File: src/rtl/ram_arbiter.sv
// -----------------------------------------------------------------------------
// ram_arbiter
//
// Two-requester arbiter and sequencer for the 64-word data RAM / memory-mapped
// I/O bus. Port 0 is the CPU load/store path and port 1 is the debug/loader
// path. One access is in flight at a time. A write occupies IDLE->ACCESS.
// A read occupies IDLE->ACCESS->RESP and returns registered data one cycle
// after RESP. Address decode (RAM 0-63, IO64 out, IO65 in, others read 0)
// lives in the memory block. Addresses pass through unchanged.
//
// Build option:
//   RAM_ARB_FIXED_PRIO_EN  defined   -> fixed priority, port 0 wins every tie
//                          undefined -> round-robin on ties (default)
//
// Ports:
//   CLK, RESET                  clock (rising edge), synchronous active-high reset
//   REQx, WEx, ADDRx, WDATAx    requester x: request, write/read, address, data
//   GNTx                        one-cycle grant pulse in the ACCESS cycle
//   RVALIDx                     one-cycle read-data-valid pulse
//   RDATA                       registered read data shared by both ports
//   BUSY                        high whenever the sequencer is not IDLE
//   RAM_ADDR, RAM_IN            address and write data to the memory
//   RAM_WEN, RAM_EX             write enable and CLK_EX write-phase strobe
//   RAM_OUT                     read data from the memory
// -----------------------------------------------------------------------------
module ram_arbiter #(
  parameter int AW = 8,
  parameter int DW = 16
) (
  input  logic          CLK,
  input  logic          RESET,
  input  logic          REQ0,
  input  logic          WE0,
  input  logic [AW-1:0] ADDR0,
  input  logic [DW-1:0] WDATA0,
  output logic          GNT0,
  output logic          RVALID0,
  input  logic          REQ1,
  input  logic          WE1,
  input  logic [AW-1:0] ADDR1,
  input  logic [DW-1:0] WDATA1,
  output logic          GNT1,
  output logic          RVALID1,
  output logic [DW-1:0] RDATA,
  output logic          BUSY,
  output logic [AW-1:0] RAM_ADDR,
  output logic [DW-1:0] RAM_IN,
  output logic          RAM_WEN,
  output logic          RAM_EX,
  input  logic [DW-1:0] RAM_OUT
);

  typedef enum logic [1:0] {
    S_IDLE   = 2'd0,
    S_ACCESS = 2'd1,
    S_RESP   = 2'd2
  } state_e;

  state_e        state_q, state_d;
  logic          port_q, port_d;     // port that owns the access in flight
  logic          we_q, we_d;         // access in flight is a write
  logic [AW-1:0] addr_q, addr_d;
  logic [DW-1:0] wdata_q, wdata_d;
  logic [DW-1:0] rdata_q, rdata_d;
  logic          rvalid0_q, rvalid0_d;
  logic          rvalid1_q, rvalid1_d;
  logic          pick1;              // arbitration result: 1 selects port 1
  logic          in_access;

`ifdef RAM_ARB_FIXED_PRIO_EN
  // Port 1 is served only when port 0 is not asking.
  assign pick1 = ~REQ0;
`else
  logic last_q, last_d;              // port granted most recently

  // On a tie the port that did not go last wins; otherwise the lone requester.
  assign pick1 = (REQ0 && REQ1) ? ~last_q : REQ1;
`endif

  always_comb begin
    // NOTE: every signal gets a default first so no path leaves it unassigned,
    // which would otherwise infer a latch.
    state_d   = state_q;
    port_d    = port_q;
    we_d      = we_q;
    addr_d    = addr_q;
    wdata_d   = wdata_q;
    rdata_d   = rdata_q;
    rvalid0_d = 1'b0;
    rvalid1_d = 1'b0;
`ifndef RAM_ARB_FIXED_PRIO_EN
    last_d    = last_q;
`endif

    unique case (state_q)
      S_IDLE: begin
        if (REQ0 || REQ1) begin
          port_d  = pick1;
          we_d    = pick1 ? WE1    : WE0;
          addr_d  = pick1 ? ADDR1  : ADDR0;
          wdata_d = pick1 ? WDATA1 : WDATA0;
`ifndef RAM_ARB_FIXED_PRIO_EN
          last_d  = pick1;
`endif
          state_d = S_ACCESS;
        end
      end
      S_ACCESS: begin
        state_d = we_q ? S_IDLE : S_RESP;
      end
      S_RESP: begin
        // Memory data for the address presented in ACCESS is valid now.
        rdata_d   = RAM_OUT;
        rvalid0_d = ~port_q;
        rvalid1_d = port_q;
        state_d   = S_IDLE;
      end
      default: begin
        state_d = S_IDLE;
      end
    endcase
  end

  // NOTE: sequential state uses non-blocking assignments so every register
  // samples the pre-edge values regardless of statement order.
  always_ff @(posedge CLK) begin
    if (RESET) begin
      state_q   <= S_IDLE;
      port_q    <= 1'b0;
      we_q      <= 1'b0;
      addr_q    <= '0;
      wdata_q   <= '0;
      rdata_q   <= '0;
      rvalid0_q <= 1'b0;
      rvalid1_q <= 1'b0;
`ifndef RAM_ARB_FIXED_PRIO_EN
      last_q    <= 1'b1;             // port 0 wins the first tie
`endif
    end else begin
      state_q   <= state_d;
      port_q    <= port_d;
      we_q      <= we_d;
      addr_q    <= addr_d;
      wdata_q   <= wdata_d;
      rdata_q   <= rdata_d;
      rvalid0_q <= rvalid0_d;
      rvalid1_q <= rvalid1_d;
`ifndef RAM_ARB_FIXED_PRIO_EN
      last_q    <= last_d;
`endif
    end
  end

  // Strobes are masked by RESET so an access interrupted in ACCESS cannot
  // commit at the reset edge: the memory samples RAM_WEN on that same edge.
  assign in_access = (state_q == S_ACCESS) && !RESET;

  assign GNT0     = in_access && !port_q;
  assign GNT1     = in_access &&  port_q;
  assign RAM_WEN  = in_access && we_q;
  assign RAM_EX   = in_access && we_q;
  assign BUSY     = (state_q != S_IDLE);
  assign RAM_ADDR = addr_q;
  assign RAM_IN   = wdata_q;
  assign RDATA    = rdata_q;
  assign RVALID0  = rvalid0_q;
  assign RVALID1  = rvalid1_q;

endmodule
File: config.mk
export PLATFORM = sky130hd
export DESIGN_NAME = ram_arbiter
export DESIGN_NICKNAME = d
export VERILOG_FILES = /design/src/rtl/ram_arbiter.sv
export SDC_FILE = /design/constraint.sdc
export NUM_CORES = 1
export LEC_CHECK = 0
export CAP_MARGIN = 20
export CORE_AREA = 2 2 91 84
export CTS_CLUSTER_DIAMETER = 100
export DETAILED_ROUTE_END_ITERATION = 8
export DIE_AREA = 0 0 93 86
export PLACE_DENSITY = 0.77
export SLEW_MARGIN = 20
export SYNTH_ARGS = -nofsm -noshare
export SYNTH_HDL_FRONTEND = slang
export SYNTH_SLANG_ARGS = --single-unit
export TNS_END_PERCENT = 100
File: constraint.sdc
create_clock -name CLK -period 1.3 [get_ports CLK]
set_clock_uncertainty 0.15 [all_clocks]
set_input_delay 0.195 -clock CLK [delete_from_list [all_inputs] [get_ports CLK]]
set_output_delay 0.195 -clock CLK [all_outputs]
set_load 0.02 [all_outputs]
==> results_dict.tcl <==
set metrics [dict create \
    ctsHoldBuffers 0 \
    worstPathRequired_ps 950 \
    htree_levels 2 \
    hpwlAfterDp_mm 4.604 \
    p_leak_uw 0.001459 \
    timing.rr.start "state_q[0]$_SDFFE_PP0P_" \
    synth.net_count 310 \
    peakVddDrop_mv 0.4642 \
    drtAntennaViolNets 0 \
    critPathCaptureType "primary output" \
    period_minus_slack_ps 1581 \
    yosysWarnings 0 \
    max_slew.worst_pin.slew_ps 333.2 \
    setup_ws_ps -281.0 \
    core_um2 6967 \
    arrival_ps 1240 \
    fin_nets 446 \
    finalSetupViolations 37 \
    antenna_cells 0 \
    clk_pin_slew_ps 80 \
    final_util 0.5368 \
    routed_via_density 4.677 \
    drc 0 \
    run_status "finished, violations left" \
    crit_end "GNT0" \
    cts_root_buf "clkbuf_8" \
    drive_gt1_frac 0.3581 \
    powerDensity_nw_per_um2 1057 \
    relSlewSlack 0.7779 \
    place_congestion 0.7391 \
    cts_buffer_depth 2 \
    post-place-ws_ps -597.0 \
    path_cells "or3b_4 > nor2_4 > buf_6" \
    slew_violations 0 \
    max_stage_delay_ps 390 \
    critPathLaunchType "flip-flop" \
    grt_pass1_wl_mm 10.45 \
    min_period_over_period 1.216 \
    netlist_instances 240 \
    core.rowCount 29 \
    drv_cap 0 \
    violations "setup timing" \
    grt-ovfl-total 0 \
    hp-class "in2reg" \
    grt_max_degree 27 \
    netlist_area_um2 1998 \
    slowest_stage "or3b_4" \
    path_class "reg2out" \
    io_buffers 116 \
    wire_per_inst_um 14.52 \
    num_vias 2198 \
    syn2layout_area_growth_pct 87.16 \
    die_height_um 86 \
    clk_latency_ps 290 \
    rsz0062_at_grt "yes" \
    path_buf_inv 1 \
    clock-sinks 47 \
    cp_top_family "simple AND/OR/NAND/NOR gates" \
    dr.pass1.iters 4 \
    track_usage 0.1657 \
    hold_viol 0 \
    cts_inserted_buffers 5 \
    die-area_um2 7998 \
    io_pins 117 \
    synth_seq_area_share 0.4709 \
    fp.dieW_um 93 \
    cp_num_cells 3 \
    reg2reg_depth 6 \
    ys_ff_latch 47 \
    rrSetupSlack_ps -150 \
    syn_avg_cell_area_um2 8.326 \
    synthDistinctLibCells 25 \
    drtIter0Drc 73 \
    tritoncts "yes" \
    drt_wl_total_mm 6.824 \
    initial_core_util 0.2868 \
    antenna_found_initial 0 \
    critPathMaxFanout 3 \
    max_freq_ghz 0.6325 \
    crit_start "state_q[1]$_SDFFE_PP0P_" \
    grt_pass1_vias 2187 \
    r2r_end "RAM_ADDR[6]$_SDFFE_PP0P_" \
]
-- what timing repair did --
item,in CTS,in global routing
setup buffers,10,3
resized for setup,180,36
pin swaps,26,18
endpoints found under the setup margin,74,70
cloned,4,1
-- power by group --
group / total (µW) / leakage, µW / switching (µW) / internal, µW
clock network: 972 / 0.0000515 / 485 / 487
registers: 1650 / 0.000387 / 80.7 / 1570
logic: 1330 / 0.00102 / 618 / 716
-- worst min-delay path by stage --
| stage | from | to | slack [ps] | depth (start not counted) |
|---|---|---|---|---|
| after global routing | RESET | state_q[1]$_SDFFE_PP0P_ | 140 | 3 |
| after detailed placement | RDATA[7]$_SDFFE_PP0N_ | RDATA[7]$_SDFFE_PP0N_ | 300 | 2 |
| final | RESET | state_q[1]$_SDFFE_PP0P_ | 130 | 3 |
| after global placement | RDATA[8]$_SDFFE_PP0N_ | RDATA[8]$_SDFFE_PP0N_ | 290 | 2 |
| after floorplan | RAM_OUT[0] | RDATA[0]$_SDFFE_PP0N_ | 180 | 2 |
| after CTS | RESET | state_q[1]$_SDFFE_PP0P_ | 100 | 3 |
-- stage by stage --
stage	setup TNS, ps	total power (µW)	cell area (µm²)	instances	hold slack [ps]
global route	-7733	4138	3740	470	140.8
CTS	-4260	3960	3786	468	100.4
floorplan	-38.94	2211	2018	240	181.0
finish	-4244	3953	3740	470	130.6
detailed placement	-16640	2798	3351	447	300.1
global placement	-15460	2778	3351	447	292.8
-- cell usage in the layout (no fill, tap or decap) --
cell type         n
clkbuf_2         14
dfxtp_2           2
a21bo_4           1
nand2_1          80
buf_16            1
a21boi_4          1
buf_6            12
nand2b_1          1
clkdlybuf4s50_1  66
and2_4            2
buf_12            9
clkbuf_8          7
or3b_4            1
clkbuf_1          1
inv_4             1
nand2_2           2
nand3_2           1
nor3_2            1
o21ai_2           2
a21oi_1          27
nor3b_2           1
buf_2             9
a311oi_1         18
dfxtp_4           1
nor2_2            1
dlygate4sd2_1     2
buf_4            16
a311oi_2          7
nor2_1            1
or2_2             1
dfxtp_1          44
nor2b_2           1
a21oi_2          15
clkdlybuf4s15_2  20
nor3b_4           1
nor3_1            1
clkbuf_16         1
nor2_4            4
nand3b_1          1
-- logic make-up after synthesis --
family / Yosys count / synth area share
AO/OA/AOI/OAI: 71 / 0.2498
AND/OR/NAND/NOR: 99 / 0.2073
buffers and inverters: 23 / 0.07201
flip-flops: 47 / 0.4709
-- sequential cells by signal (all words and copies together), names as in the netlist --
| name | count |
|---|---|
| RAM_ADDR | 8 |
| RAM_IN | 16 |
| RDATA | 16 |
| RVALID0 | 1 |
| RVALID1 | 1 |
| last_q | 1 |
| port_q | 1 |
| state_q | 2 |
| we_q | 1 |
-- layer usage --
metal	vias to the layer above	global-route usage	share of wire
met2	71	0.3063	0.52
met3	6	0.04306	0.056
met5	-	0	0
li1	1104	-	-
met4	0	0.04813	0.0094
met1	1017	0.1874	0.42
-- tightest hold or removal path: cells and delay by family --
family                 cells  cell delay, ps
AND/OR/NAND/NOR            2             200
buffers and inverters      1             150
-- area by class of cell --
| cell class | instances | area, µm² |
|---|---|---|
| Fill cell | 656 | 3227 |
| Timing Repair Buffer | 150 | 1506 |
| Sequential cell | 47 | 947.2 |
| Clock buffer | 8 | 100.1 |
| Inverter | 1 | 6.256 |
| Tap cell | 93 | 116.4 |
| Multi-Input combinational cell | 171 | 1064 |
-- cells in the mapped netlist, drive strengths merged --
| cell type | n | area (µm²) |
|---|---|---|
| or2 | 1 | 6.260 |
| dfxtp | 47 | 940.9 |
| nand3 | 1 | 5.000 |
| nand3b | 1 | 7.510 |
| buf | 16 | 117.6 |
| a21boi | 1 | 18.77 |
| nor3 | 2 | 10.01 |
| nor2 | 5 | 28.78 |
| a311oi | 25 | 250.2 |
| inv | 1 | 3.750 |
| nor2b | 1 | 6.260 |
| a21bo | 1 | 10.01 |
| nand2 | 82 | 307.8 |
| o21ai | 2 | 10.01 |
| nor3b | 2 | 15.01 |
| nand2b | 1 | 6.260 |
| and2 | 2 | 12.51 |
| a21oi | 42 | 210.2 |
| or3b | 1 | 8.760 |
| clkbuf | 6 | 22.52 |
Note: power is estimated with default switching activity, not from simulation.
